File: config.mk
export PLATFORM = sky130hd
export DESIGN_NAME = sale_dispenser
export DESIGN_NICKNAME = d
export VERILOG_FILES = /design/src/rtl/sale_pkg.sv /design/src/rtl/sale_evt_fifo.sv /design/src/rtl/sale_dispenser.sv
export SDC_FILE = /design/constraint.sdc
export NUM_CORES = 1
export LEC_CHECK = 0
export CAP_MARGIN = 20
export CORE_MARGIN = 2
export CORE_UTILIZATION = 63
export DETAILED_ROUTE_END_ITERATION = 10
export PLACE_DENSITY = 0.84
export SLEW_MARGIN = 10
export SYNTH_ARGS = -nofsm -noshare
export SYNTH_HDL_FRONTEND = slang
export SYNTH_SLANG_ARGS = --single-unit
File: constraint.sdc
create_clock -name clk -period 8.9 [get_ports clk]
set_input_delay 2.67 -clock clk [delete_from_list [all_inputs] [get_ports clk]]
set_output_delay 2.67 -clock clk [all_outputs]
set_load 0.01 [all_outputs]
File: src/rtl/sale_pkg.sv
// Shared types for the sale dispenser: drink codes, queued event payload, FSM encoding.
package sale_pkg;

    localparam logic [1:0] DRINK_NONE = 2'd0;
    localparam logic [1:0] DRINK_5    = 2'd1;
    localparam logic [1:0] DRINK_10   = 2'd2;
    localparam logic [1:0] DRINK_BAD  = 2'd3;

    localparam int unsigned EVT_W = 3;

    typedef struct packed {
        logic [1:0] drink;
        logic       chg;
    } sale_evt_t;

    typedef enum logic [1:0] {
        ST_IDLE   = 2'd0,
        ST_VEND   = 2'd1,
        ST_CHANGE = 2'd2,
        ST_GAP    = 2'd3
    } disp_state_e;

    // An invalid code from the sale FSM carries no drink.
    function automatic logic [1:0] sanitize_drink(input logic [1:0] code);
        return (code == DRINK_BAD) ? DRINK_NONE : code;
    endfunction

endpackage

File: src/rtl/sale_evt_fifo.sv
// Synchronous DEPTH-entry FIFO of sale events; a push while full is accepted when a pop
// happens in the same cycle, otherwise it is dropped and flagged on drop_o.
module sale_evt_fifo
    import sale_pkg::*;
#(
    parameter int unsigned DEPTH = 4
) (
    input  logic      clk,
    input  logic      rst,
    input  logic      push_i,
    input  sale_evt_t push_data_i,
    input  logic      pop_i,
    output sale_evt_t pop_data_o,
    output logic      full_o,
    output logic      empty_o,
    output logic      drop_o
);

    localparam int unsigned AW = $clog2(DEPTH);

    sale_evt_t       mem_q [DEPTH];
    logic [AW-1:0]   wr_ptr_q;
    logic [AW-1:0]   rd_ptr_q;
    logic [AW:0]     count_q;
    logic [AW:0]     count_d;
    logic            push_ok;
    logic            pop_ok;

    assign full_o     = (count_q == (AW+1)'(DEPTH));
    assign empty_o    = (count_q == '0);
    assign pop_ok     = pop_i && !empty_o;
    assign push_ok    = push_i && (!full_o || pop_ok);
    assign drop_o     = push_i && full_o && !pop_ok;
    assign pop_data_o = mem_q[rd_ptr_q];

    always_comb begin
        count_d = count_q;
        if (push_ok && !pop_ok) begin
            count_d = count_q + (AW+1)'(1);
        end else if (!push_ok && pop_ok) begin
            count_d = count_q - (AW+1)'(1);
        end
    end

    always_ff @(posedge clk) begin
        if (rst) begin
            wr_ptr_q <= '0;
            rd_ptr_q <= '0;
            count_q  <= '0;
        end else begin
            count_q <= count_d;
            if (push_ok) wr_ptr_q <= wr_ptr_q + AW'(1);
            if (pop_ok)  rd_ptr_q <= rd_ptr_q + AW'(1);
        end
    end

    // Storage needs no reset: entries are only read after being written.
    always_ff @(posedge clk) begin
        if (push_ok) mem_q[wr_ptr_q] <= push_data_i;
    end

endmodule

File: src/rtl/sale_dispenser.sv
// Queues sale events and drives timed drink motors / coin eject with per-type stock.
// Optional per-type sale/refund counters: define SALE_DISP_STATS_EN.
module sale_dispenser
    import sale_pkg::*;
#(
    parameter int unsigned DEPTH       = 4,
    parameter int unsigned VEND_CYCLES = 8,
    parameter int unsigned CHG_CYCLES  = 4,
    parameter int unsigned GAP_CYCLES  = 2,
    parameter int unsigned STOCK_W     = 8,
    parameter int unsigned STOCK_INIT  = 20
) (
    input  logic        clk,
    input  logic        rst,
    input  logic [1:0]  drinks_in,
    input  logic        change_in,
    input  logic        restock,
    output logic        motor5,
    output logic        motor10,
    output logic        coin_eject,
    output logic [1:0]  refund,
    output logic        busy,
    output logic        fifo_full,
    output logic        overflow,
    output logic        sold_out5,
    output logic        sold_out10
`ifdef SALE_DISP_STATS_EN
    ,
    output logic [15:0] sold5_cnt,
    output logic [15:0] sold10_cnt,
    output logic [15:0] refund_cnt
`endif
);

    localparam int unsigned TMR_MAX_VC = (VEND_CYCLES > CHG_CYCLES) ? VEND_CYCLES : CHG_CYCLES;
    localparam int unsigned TMR_MAX    = (TMR_MAX_VC > GAP_CYCLES) ? TMR_MAX_VC : GAP_CYCLES;
    localparam int unsigned TMR_W      = $clog2(TMR_MAX + 1);

    disp_state_e        state_q, state_d;
    logic [TMR_W-1:0]   timer_q, timer_d;
    logic [1:0]         cur_drink_q, cur_drink_d;
    logic               cur_chg_q, cur_chg_d;
    logic [1:0]         refund_q, refund_d;
    logic               motor5_q, motor10_q, coin_q;
    logic               overflow_q;
    logic [STOCK_W-1:0] stock5_q, stock10_q;

    logic [1:0]         cap_drink;
    sale_evt_t          cap_evt;
    logic               push;
    logic               pop;
    sale_evt_t          head;
    logic               fifo_empty;
    logic               fifo_drop;
    logic               dec5, dec10;
    logic               stock_avail;

    // Capture: every cycle with a drink or change request becomes one event.
    assign cap_drink = sanitize_drink(drinks_in);
    assign cap_evt   = '{drink: cap_drink, chg: change_in};
    assign push      = (cap_drink != DRINK_NONE) || change_in;

    sale_evt_fifo #(
        .DEPTH (DEPTH)
    ) u_fifo (
        .clk         (clk),
        .rst         (rst),
        .push_i      (push),
        .push_data_i (cap_evt),
        .pop_i       (pop),
        .pop_data_o  (head),
        .full_o      (fifo_full),
        .empty_o     (fifo_empty),
        .drop_o      (fifo_drop)
    );

    assign stock_avail = (head.drink == DRINK_5) ? (stock5_q != '0) : (stock10_q != '0);

    // Next-state / pop / stock-decrement decode.
    always_comb begin
        state_d     = state_q;
        timer_d     = timer_q;
        cur_drink_d = cur_drink_q;
        cur_chg_d   = cur_chg_q;
        refund_d    = DRINK_NONE;
        pop         = 1'b0;
        dec5        = 1'b0;
        dec10       = 1'b0;
        case (state_q)
            ST_IDLE: begin
                if (!fifo_empty) begin
                    pop         = 1'b1;
                    cur_drink_d = head.drink;
                    cur_chg_d   = head.chg;
                    if (head.drink != DRINK_NONE && stock_avail) begin
                        dec5    = (head.drink == DRINK_5);
                        dec10   = (head.drink == DRINK_10);
                        state_d = ST_VEND;
                        timer_d = TMR_W'(VEND_CYCLES - 1);
                    end else begin
                        refund_d = head.drink;
                        if (head.chg) begin
                            state_d = ST_CHANGE;
                            timer_d = TMR_W'(CHG_CYCLES - 1);
                        end else begin
                            state_d = ST_GAP;
                            timer_d = TMR_W'(GAP_CYCLES - 1);
                        end
                    end
                end
            end
            ST_VEND: begin
                if (timer_q == '0) begin
                    if (cur_chg_q) begin
                        state_d = ST_CHANGE;
                        timer_d = TMR_W'(CHG_CYCLES - 1);
                    end else begin
                        state_d = ST_GAP;
                        timer_d = TMR_W'(GAP_CYCLES - 1);
                    end
                end else begin
                    timer_d = timer_q - TMR_W'(1);
                end
            end
            ST_CHANGE: begin
                if (timer_q == '0) begin
                    state_d = ST_GAP;
                    timer_d = TMR_W'(GAP_CYCLES - 1);
                end else begin
                    timer_d = timer_q - TMR_W'(1);
                end
            end
            ST_GAP: begin
                if (timer_q == '0) begin
                    state_d = ST_IDLE;
                end else begin
                    timer_d = timer_q - TMR_W'(1);
                end
            end
            default: state_d = ST_IDLE;
        endcase
    end

    always_ff @(posedge clk) begin
        if (rst) begin
            state_q     <= ST_IDLE;
            timer_q     <= '0;
            cur_drink_q <= DRINK_NONE;
            cur_chg_q   <= 1'b0;
            refund_q    <= DRINK_NONE;
            motor5_q    <= 1'b0;
            motor10_q   <= 1'b0;
            coin_q      <= 1'b0;
            overflow_q  <= 1'b0;
        end else begin
            state_q     <= state_d;
            timer_q     <= timer_d;
            cur_drink_q <= cur_drink_d;
            cur_chg_q   <= cur_chg_d;
            refund_q    <= refund_d;
            motor5_q    <= (state_d == ST_VEND) && (cur_drink_d == DRINK_5);
            motor10_q   <= (state_d == ST_VEND) && (cur_drink_d == DRINK_10);
            coin_q      <= (state_d == ST_CHANGE);
            overflow_q  <= overflow_q | fifo_drop;
        end
    end

    // Restock overrides a decrement landing in the same cycle.
    always_ff @(posedge clk) begin
        if (rst || restock) begin
            stock5_q  <= STOCK_W'(STOCK_INIT);
            stock10_q <= STOCK_W'(STOCK_INIT);
        end else begin
            if (dec5 && stock5_q != '0)   stock5_q  <= stock5_q - STOCK_W'(1);
            if (dec10 && stock10_q != '0) stock10_q <= stock10_q - STOCK_W'(1);
        end
    end

    assign motor5     = motor5_q;
    assign motor10    = motor10_q;
    assign coin_eject = coin_q;
    assign refund     = refund_q;
    assign overflow   = overflow_q;
    assign busy       = (state_q != ST_IDLE) || !fifo_empty;
    assign sold_out5  = (stock5_q == '0);
    assign sold_out10 = (stock10_q == '0);

`ifdef SALE_DISP_STATS_EN
    logic [15:0] sold5_q, sold10_q, refund_cnt_q;

    // Saturating counters, cleared only by reset.
    always_ff @(posedge clk) begin
        if (rst) begin
            sold5_q      <= '0;
            sold10_q     <= '0;
            refund_cnt_q <= '0;
        end else begin
            if (dec5 && sold5_q != 16'hFFFF)                      sold5_q      <= sold5_q + 16'd1;
            if (dec10 && sold10_q != 16'hFFFF)                    sold10_q     <= sold10_q + 16'd1;
            if (refund_d != DRINK_NONE && refund_cnt_q != 16'hFFFF) refund_cnt_q <= refund_cnt_q + 16'd1;
        end
    end

    assign sold5_cnt  = sold5_q;
    assign sold10_cnt = sold10_q;
    assign refund_cnt = refund_cnt_q;
`endif

endmodule

-- Word-level counts from Yosys, hierarchy flattened
Memory sizes are Yosys's and may differ from the RTL's. A register that Yosys moved wholly into a read port is not among the register bits.
Index checks and enable logic that the tools add are counted.
- word-level logic and storage cells: 105
- memories: 1
- input port bits: 6
- output and inout port bits: 10
- RAM bits: 12
- register bits after elaboration: 38
- memory list (name ; words ; width ; read ports ; clocked after Yosys merged registers in ; write ports ; RTL line ; RTL):
    u_fifo.mem_q ; 4 ; 3 ; 1 ; 1 ; 1 ; sale_evt_fifo.sv:21 ; sale_evt_t mem_q [DEPTH];
- reductions and logical operators: 33
- add/sub/neg operators: 7
- multiplexer cells: 34
- equal/unequal tests: 13
- bitwise logic cells: 3
- operator list (cell ; number):
    $mux 2 ; 12
    $logic_not 8->1 ; 2
    $mux 4 ; 4
    $pmux 4 s4 ; 1
    $reduce_bool 8->1 ; 2
    $sub 8x1->8 const B ; 2
    $mux 1 ; 13
    $eq 2x2->1 const B ; 6
    $logic_and 1x1->1 ; 11
    $mux 3 ; 3
    $eq 2x1->1 const B ; 4
    $pmux 2 s4 ; 1
    $reduce_bool 2->1 ; 4
    $add 2x1->2 const B ; 2
    $logic_not 1->1 ; 4
    $logic_not 4->1 ; 1
    $logic_or 1x1->1 ; 4
    $ne 2x2->1 const B ; 2
    $reduce_and 2->1 ; 2
    $reduce_or 4->1 ; 1
    $sub 4x1->4 const B ; 1
    $add 3x1->3 const B ; 1
    $eq 3x3->1 const B ; 1
    $logic_not 3->1 ; 1
    other kinds (4) ; 5

-- Depth between registers and ports, before layout
Gate-level depths: netlist of the first run.
- depth in word-level cells: 10
- mapped depth: 12
- gate-level depth less buffers: 10

-- Modules after synthesis
From an unflattened synthesis of the first run, not the netlist that was laid out.
- cells, all modules: 266
- area total of the unflattened synthesis: 2587.5 um2
- by module, submodules not included (module ; seq. area each (um2) ; cells an instance ; area an instance (um2) ; instances):
    sale_dispenser ; 620.6 ; 201 ; 1657.8 ; 1
    sale_evt_fifo ; 540.5 ; 65 ; 929.6 ; 1

-- Worst setup path before layout of the first run
OpenSTA, ideal clock, no wires.
- kind: input to register
- start point: in drinks_in[0]
- end point: reg u_fifo.count_q[2]
- path buffers: 0
- path slack: 4.174 ns
- library setup time: 0.070 ns
- stages: 10
- arrival time: 4.656 ns
- data required time: 8.830 ns
- cell sequence: inv_1 ha_1 nand2b_1 a21boi_1 ha_1 inv_1 fa_1 xor2_1 or3_1 a21oi_1
- cells in the longest elaborated chain, start to end: 8
- elaborated cells between the ends (all ways): 10
- classes of those cells: 1 x eq/ne; 2 x mux; 7 x reduce/logical
- ends and longest elaborated chain (item ; RTL line ; RTL):
    start: declaration ; sale_dispenser.sv:15 ; input logic [1:0] drinks_in,
    $eq 2x2->1 ; sale_pkg.sv:25 ; return (code == DRINK_BAD) ? DRINK_NONE : code;
    $mux 2 * ; sale_pkg.sv:25 ;
    $reduce_bool 2->1 * ; sale_dispenser.sv:61 ; assign push = (cap_drink != DRINK_NONE) || change_in;
    $logic_or 1x1->1 * ; sale_dispenser.sv:61 ;
    $logic_and 1x1->1 * ; sale_evt_fifo.sv:32 ; assign push_ok = push_i && (!full_o || pop_ok);
    named net u_fifo.push_ok ; sale_evt_fifo.sv:26 ; logic push_ok;
    $logic_not 1->1 ; sale_evt_fifo.sv:40 ; end else if (!push_ok && pop_ok) begin
    $logic_and 1x1->1 ; sale_evt_fifo.sv:40 ;
    $reduce_bool 2->1 (no source line) ; - ;
    end signal: assignment ; sale_evt_fifo.sv:51 ; count_q <= count_d;
    end: declaration ; sale_evt_fifo.sv:24 ; logic [AW:0] count_q;
Mark *: on every way through the listed nets, which the timed path passes. The rest lies on a longest branch.
A chain may end at the register's enable or synchronous reset.

-- Worst setup path after layout of the first run
Ends and elaborated chain as after synthesis.

==> qor.log, run 1 <==
qor: power_and_ir_drop.power.ir.vdd_worst 0.173 mV
qor: sta.final_min_period_over_clock_period 57.9%
qor: routing.post-route-drc-count 0
qor: global_routing.groute.usage.overall 23.3%
qor: cells_and_area.design.final.nets 291
qor: cells_and_area.layout-area-overhead-vs-synth 10.1%
qor: cts.worstSkewPairLatency 300 ps
qor: synth.ys_ff_latch 52
qor: run_status.outcome complete, no violations
qor: global_routing.largest_net_degree_at_the_start_of_global_routing 30
qor: die.chipWidth 68.1 microns
qor: critical_path.crit_path_max_fanout 7
qor: cells_and_area.drive_above_1_share 6.23%
qor: cells_and_area.most_used_cells_in_the_layout_excluding_fill_and_tap_cells 40 x sky130_fd_sc_hd__dfxtp_1, 23 x sky130_fd_sc_hd__nor2_1, 17 x sky130_fd_sc_hd__nand2_1
qor: synth.dominantRegCellSynth sky130_fd_sc_hd__dfxtp_1
qor: routing.detail_route.wirelength 4880 microns
qor: critical_path.critical_path_type primary input to register
qor: global_routing.remaining_global_route_overflow 0
qor: synth.number_of_enable_flip_flop_cells_after_synthesis 12
qor: critical_path.worstRegToRegCells 9
qor: critical_path.crit_path_launch_type primary input
qor: placement.io_buffers 15
qor: global_routing.grt_pass1_wl 8080 microns
qor: sta.fin_crit 5150 ps
qor: routing.drt-initial-drc-count 194
qor: global_routing.number_of_global_route_vias_before_repair 1758
qor: sta.rsz_0062_raised_after_global_routing false
qor: cells_and_area.finalInstanceArea 2850 sq um
qor: routing.via_count 1949
qor: routing.wire_per_inst 15.1 microns
qor: routing.drt.antenna.violating_nets 0
qor: power_and_ir_drop.p_leak 1.04 nW
qor: die.rows 23
qor: cts.clock-root-buffer sky130_fd_sc_hd__clkbuf_8
qor: routing.detailedRoute.firstPassIterationCount 4
qor: critical_path.worst-endpoint-arrival 5360 ps
qor: routing.avgViaCountPerCell 6.03
qor: cts.cts.htree.levels 2
qor: die.fp.coreArea 3970 sq um
qor: die.die_y 68.1 microns
qor: worst_hold_path.timing.hold.worst_path_depth 2
qor: cells_and_area.finalCoreUtilization 71.7%
qor: die.boundaryPins 16
qor: cts.hold_buffers 0
qor: cts.gates_resized_cts_repair 0
qor: cells_and_area.antenna-diode-count 0
qor: die.initial_utilization 65.1%
qor: synth.asyncSetResetFlopFracSynth 0%
qor: cts.post-cts-setup-buffer-count 0
qor: cells_and_area.most_frequent_standard_cell_in_the_layout_excluding_fill_and_tap_cells sky130_fd_sc_hd__dfxtp_1
qor: flow_run.max_cap_viol_count 0
qor: sta.clock_skew 8.33 ps
qor: cts.cts_buffer_depth 2
qor: synth.syn_avg_cell_area 9.90 sq um
qor: synth.syn_area 2580 sq um
qor: die.die_area 4630 sq um
qor: sta.final-hold-violation-count 0
qor: cells_and_area.filler_cell_count 289
qor: placement.final_hpwl_dp 3480 microns
qor: global_routing.number_of_antenna_violations_at_the_first_check_in_global_routing 0
qor: placement.placedInstanceArea 2760 sq um
qor: worst_hold_path.hold_path_class register to register
qor: cells_and_area.ff_latch_area 1160 sq um
qor: sta.report.final.setup_viol 0
qor: sta.maxSlewViolCount 0
qor: cts.tritoncts.num_buffers 5
qor: synth.synth.yosys.seq_area_share 44.9%
qor: synth.synth.lib_cells_used.distinct 54
qor: power_and_ir_drop.power-per-cell-area 286 nW/um^2
qor: sta.fin_setup_tns 0 ps
qor: cts.clock_pin_slew_reported_for_the_worst_setup_and_hold_paths_after_clock_tree_synthesis 90 ps
qor: cts.cts_tree yes
qor: sta.worst_slew_margin_rel 33.4%
qor: sta.fmax 194 MHz
qor: critical_path.worst_ep_required_time 9110 ps
qor: placement.rd_place_congestion 0.873
qor: cts.tritoncts_num_sinks 52
qor: synth.synth-warning-count 0
qor: cells_and_area.multi_input_comb_area 1320 sq um
qor: synth.syn-instance-count 261
qor: synth.synth.net_count 280
qor: sta.worstMarginPinSlew 995 ps
qor: critical_path.endpoint_type_of_the_worst_setup_path register
-- layout make-up --
| type | instances | share of cell area (%) |
|---|---|---|
| timing repair buffer | 16 | 5.54 |
| sequential | 52 | 40.8 |
| clock buffer | 8 | 3.16 |
| inverter | 14 | 1.85 |
| multi-input combinational | 183 | 46.5 |
| tap | 50 | 2.20 |
-- registers in the layout, summed over array words and instances, names as in the netlist, 3 cells and up, named ones only --
name            flops
timer_q             4
u_fifo.count_q      3
stock10_q           8
u_fifo.mem_q       12
stock5_q            8
-- synthesized netlist by cell type (4+ instances only) --
cell	count	area, sq um
sky130_fd_sc_hd__dfxtp_1	40	801
sky130_fd_sc_hd__nor2_1	23	86.3
sky130_fd_sc_hd__nand2_1	17	63.8
sky130_fd_sc_hd__inv_1	14	52.6
sky130_fd_sc_hd__edfxtp_1	12	360
sky130_fd_sc_hd__ha_1	12	150
sky130_fd_sc_hd__mux2i_1	11	110
sky130_fd_sc_hd__or3_1	11	68.8
sky130_fd_sc_hd__a21oi_1	10	50.1
sky130_fd_sc_hd__and2_1	7	43.8
sky130_fd_sc_hd__nor4_1	7	43.8
sky130_fd_sc_hd__clkbuf_1	6	22.5
sky130_fd_sc_hd__nand3_1	6	30.0
sky130_fd_sc_hd__nor3_1	6	30.0
sky130_fd_sc_hd__o21ai_0	5	25.0
sky130_fd_sc_hd__a311oi_1	4	35.0
sky130_fd_sc_hd__a31oi_1	4	25.0
sky130_fd_sc_hd__and4_1	4	35.0
sky130_fd_sc_hd__nand3b_1	4	30.0
sky130_fd_sc_hd__nand4_1	4	25.0
sky130_fd_sc_hd__xnor2_1	4	35.0
sky130_fd_sc_hd__xor2_1	4	35.0
-- stage by stage --
stage	setup slack, ps	hold slack (ps)	total power [mW]	std cells
after floorplan	4170	437	0.598	261
after global placement	3550	443	0.669	315
after detailed placement	3440	453	0.680	315
after CTS	3750	466	0.818	323
after global routing	3570	489	0.875	323
final	3750	466	0.815	323
-- final timing paths --
path	start	slack, ps	end
hold reg to reg	cur_drink_q[0]$_SDFF_PP0_	470	cur_drink_q[0]$_SDFF_PP0_
setup reg to reg	state_q[1]$_SDFF_PP0_	5600	u_fifo.count_q[2]$_SDFFE_PP0P_
hold / removal	cur_drink_q[0]$_SDFF_PP0_	470	cur_drink_q[0]$_SDFF_PP0_
setup / recovery	drinks_in[0]	3750	u_fifo.count_q[2]$_SDFFE_PP0P_
-- routing by layer --
layer / vias up / routed length [microns] / global-route usage, % / share of wire (%)
li1: 969 / - / - / -
met1: 929 / 2160 / 29.7 / 44
met2: 49 / 2480 / 39.2 / 51
met3: 2 / 200 / 5.10 / 4.1
met4: 0 / 36 / 7.75 / 0.74
met5: - / 0 / 0 / 0
-- critical path, cell delays in order --
cell and delay, ps:
sky130_fd_sc_hd__clkdlybuf4s50_1 490, sky130_fd_sc_hd__inv_1 50, sky130_fd_sc_hd__ha_1 290, sky130_fd_sc_hd__nand2b_1 100, sky130_fd_sc_hd__a21boi_1 440, sky130_fd_sc_hd__ha_1 270, sky130_fd_sc_hd__inv_1 60, sky130_fd_sc_hd__fa_1 370
sky130_fd_sc_hd__xor2_1 180, sky130_fd_sc_hd__or3_1 300, sky130_fd_sc_hd__a21oi_1 130
-- logic make-up after synthesis --
logic type | after synthesis | synth area share [%]
mux | 14 | 7.16
buf+inv | 26 | 3.92
xor+xnor | 8 | 2.71
fa+ha+maj | 14 | 6.97
compound gates | 41 | 11.7
simple gates | 106 | 22.7
flops | 52 | 44.9
-- where the power goes --
| group | internal [mW] | switching, mW |
|---|---|---|
| clock | 0.0636 | 0.0721 |
| combinational | 0.150 | 0.202 |
| sequential | 0.291 | 0.0372 |
(Power assumes the default switching activity.)
==> inputs of run 2 (changes only) <==
CORE_UTILIZATION = 53   (was 63)
PLACE_DENSITY = 0.75   (was 0.84)
clock period = 4.4 ns   (was 8.9 ns; I/O delays follow)
==> qor.log, run 2 (synthesis gave the netlist of run 1 again) <==
qor: sta.final_min_period_over_clock_period 83.7%
qor: cts.clock-root-buffer sky130_fd_sc_hd__clkbuf_8
qor: sta.clock_skew 10.8 ps [+2.44 ps]
qor: cells_and_area.most_used_cells_in_the_layout_excluding_fill_and_tap_cells 40 x sky130_fd_sc_hd__dfxtp_1, 23 x sky130_fd_sc_hd__nor2_1, 17 x sky130_fd_sc_hd__nand2_1
qor: placement.final_hpwl_dp 3370 microns [-3.3%]
qor: cells_and_area.largest_register u_fifo.mem_q
qor: placement.rd_place_congestion 0.836 [-4.3%]
qor: power_and_ir_drop.power.ir.vdd_worst 0.411 mV [+140%]
qor: cells_and_area.non_filler_instance_count_after_layout 343 [+6.2%]
qor: cells_and_area.most_frequent_standard_cell_in_the_layout_excluding_fill_and_tap_cells sky130_fd_sc_hd__dfxtp_1
qor: cts.cts_tree yes
qor: die.boundaryPins 16 [unchanged]
qor: cts.tritoncts.num_buffers 5 [unchanged]
qor: cts.hold_buffers 0 [unchanged]
qor: die.die_area 5450 sq um [+18%]
qor: routing.drt.antenna.violating_nets 0 [unchanged]
qor: power_and_ir_drop.power-per-cell-area 590 nW/um^2 [+110%]
qor: critical_path.endpoint_type_of_the_worst_setup_path output port
qor: placement.placed_cells 335 [+6.3%]
qor: sta.worstMarginPinSlew 774 ps [-222 ps]
qor: sta.fin_setup_tns 0 ps [unchanged]
qor: cells_and_area.largest_registers_ranked_by_flip_flop_count u_fifo.mem_q (12), stock10_q (8), stock5_q (8)
qor: sta.fmax 272 MHz
qor: global_routing.largest_net_degree_at_the_start_of_global_routing 29 [-3.3%]
qor: critical_path.worst-endpoint-arrival 2360 ps [-3000 ps]
qor: cells_and_area.finalInstanceArea 2920 sq um [+2.6%]
qor: cts.gates_resized_cts_repair 0 [unchanged]
qor: global_routing.number_of_antenna_violations_at_the_first_check_in_global_routing 0 [unchanged]
qor: routing.via_count 1907 [-2.2%]
qor: sta.maxSlewViolCount 0 [unchanged]
qor: routing.detailedRoute.firstPassIterationCount 4 [unchanged]
qor: die.die_y 73.8 microns [+8.5%]
qor: cells_and_area.antenna-diode-count 0 [unchanged]
qor: cells_and_area.finalCoreUtilization 61.9% [-9.8 points]
qor: die.fp.coreArea 4720 sq um [+19%]
qor: routing.post-route-drc-count 0 [unchanged]
qor: global_routing.groute.usage.overall 19.5% [-3.8 points]
qor: placement.dp_slack 603 ps [-2830 ps]
qor: routing.avgViaCountPerCell 5.56 [-7.9%]
qor: critical_path.critical_path_type register to output port
qor: worst_hold_path.hold_path_class register to register
qor: placement.io_buffers 15 [unchanged]
qor: cells_and_area.layout-area-overhead-vs-synth 13.0%
qor: cts.cts.htree.levels 2 [unchanged]
qor: global_routing.grt_pass1_wl 8280 microns [+2.5%]
qor: global_routing.remaining_global_route_overflow 0 [unchanged]
qor: sta.final_critical_path_setup_slack 718 ps [-3030 ps]
qor: cts.tritoncts_num_sinks 52 [unchanged]
qor: placement.placedInstanceArea 2800 sq um [+1.6%]
qor: cells_and_area.filler_cell_count 408 [+41%]
qor: global_routing.number_of_global_route_vias_before_repair 1817 [+3.4%]
qor: flow_run.max_cap_viol_count 0 [unchanged]
qor: sta.rsz_0062_raised_after_global_routing false
qor: sta.fin_crit 3680 ps
qor: critical_path.worst_ep_required_time 3080 ps [-6030 ps]
qor: critical_path.crit_path_max_fanout 9 [+2]
qor: sta.report.final.setup_viol 0 [unchanged]
qor: cells_and_area.drive_above_1_share 7.97% [+1.7 points]
qor: die.chipWidth 73.8 microns [+8.5%]
qor: cells_and_area.flip_flop_count_of_the_largest_register_after_layout 12 [unchanged]
qor: cts.cts_buffer_depth 2 [unchanged]
qor: routing.detail_route.wirelength 4700 microns [-3.9%]
qor: sta.timing.hold.ws 464 ps [-1.87 ps]
qor: power_and_ir_drop.p_leak 1.07 nW [+2.9%]
qor: cts.worstSkewPairLatency 310 ps [about the same]
qor: cts.post-cts-setup-buffer-count 0 [unchanged]
qor: routing.drt-initial-drc-count 77 [-60%]
qor: critical_path.crit_path_launch_type register
qor: sta.worst_slew_margin_rel 48.0% [+15 points]
qor: run_status.outcome complete, no violations
qor: power_and_ir_drop.total_power 1.72 mW [+110%]
qor: die.initial_utilization 54.7% [-10 points]
qor: cells_and_area.design.final.nets 294 [+1.0%]
qor: die.rows 25 [+8.7%]
qor: sta.final-hold-violation-count 0 [unchanged]
qor: routing.wire_per_inst 13.7 microns [-9.5%]
qor: cts.clock_pin_slew_reported_for_the_worst_setup_and_hold_paths_after_clock_tree_synthesis 90 ps [about the same]
==> run 2: cell count changes in the layout (fill, tap and decap cells not counted) <==
cell / delta
sky130_fd_sc_hd__buf_4: +3
sky130_fd_sc_hd__bufinv_16: +1
sky130_fd_sc_hd__clkbuf_1: -2
sky130_fd_sc_hd__clkinv_4: +1
==> run 2: where the power goes <==
group          internal [mW]  leakage, nW  switching, mW  total, mW
combinational          0.312        0.571          0.409      0.721
sequential             0.587        0.440         0.0745      0.662
clock                  0.186       0.0614          0.155      0.341
total                   1.09         1.07          0.638       1.72
==> run 2: final cells by class <==
cell class | instances | area [sq um] | share of cell area (%)
Multi-Input combinational cell | 183 | 1320 | 45.3
Clock buffer | 6 | 82.6 | 2.83
Clock inverter | 2 | 38.8 | 1.33
Timing Repair Buffer | 19 | 180 | 6.17
Sequential cell | 52 | 1160 | 39.7
Tap cell | 67 | 83.8 | 2.87
Inverter | 14 | 52.6 | 1.80
==> run 2: final timing paths <==
kind | from | cells past startpoint | endpoint | slack [ps]
worst max-delay path | stock5_q[2]$_SDFFE_PP1P_ | 4 | sold_out5 | 720
worst min-delay path | cur_chg_q$_SDFFE_PP0P_ | 2 | cur_chg_q$_SDFFE_PP0P_ | 460
worst max register to register | state_q[1]$_SDFF_PP0_ | 9 | u_fifo.count_q[2]$_SDFFE_PP0P_ | 1470
worst min register to register | cur_chg_q$_SDFFE_PP0P_ | 2 | cur_chg_q$_SDFFE_PP0P_ | 460
==> run 2: metal layers <==
| layer | global-route usage [%] | wire length [microns] |
|---|---|---|
| met3 | 4.12 | 127 |
| met4 | 6.26 | 59 |
| met1 | 25.6 | 2330 |
| met2 | 32.2 | 2180 |
| met5 | 0 | 0 |
==> run 2: critical path: stages (launching register included) <==
cell	delay, ps
sky130_fd_sc_hd__dfxtp_1	350
sky130_fd_sc_hd__nor4_1	480
sky130_fd_sc_hd__nand3_1	390
sky130_fd_sc_hd__inv_1	260
sky130_fd_sc_hd__clkdlybuf4s50_1	580
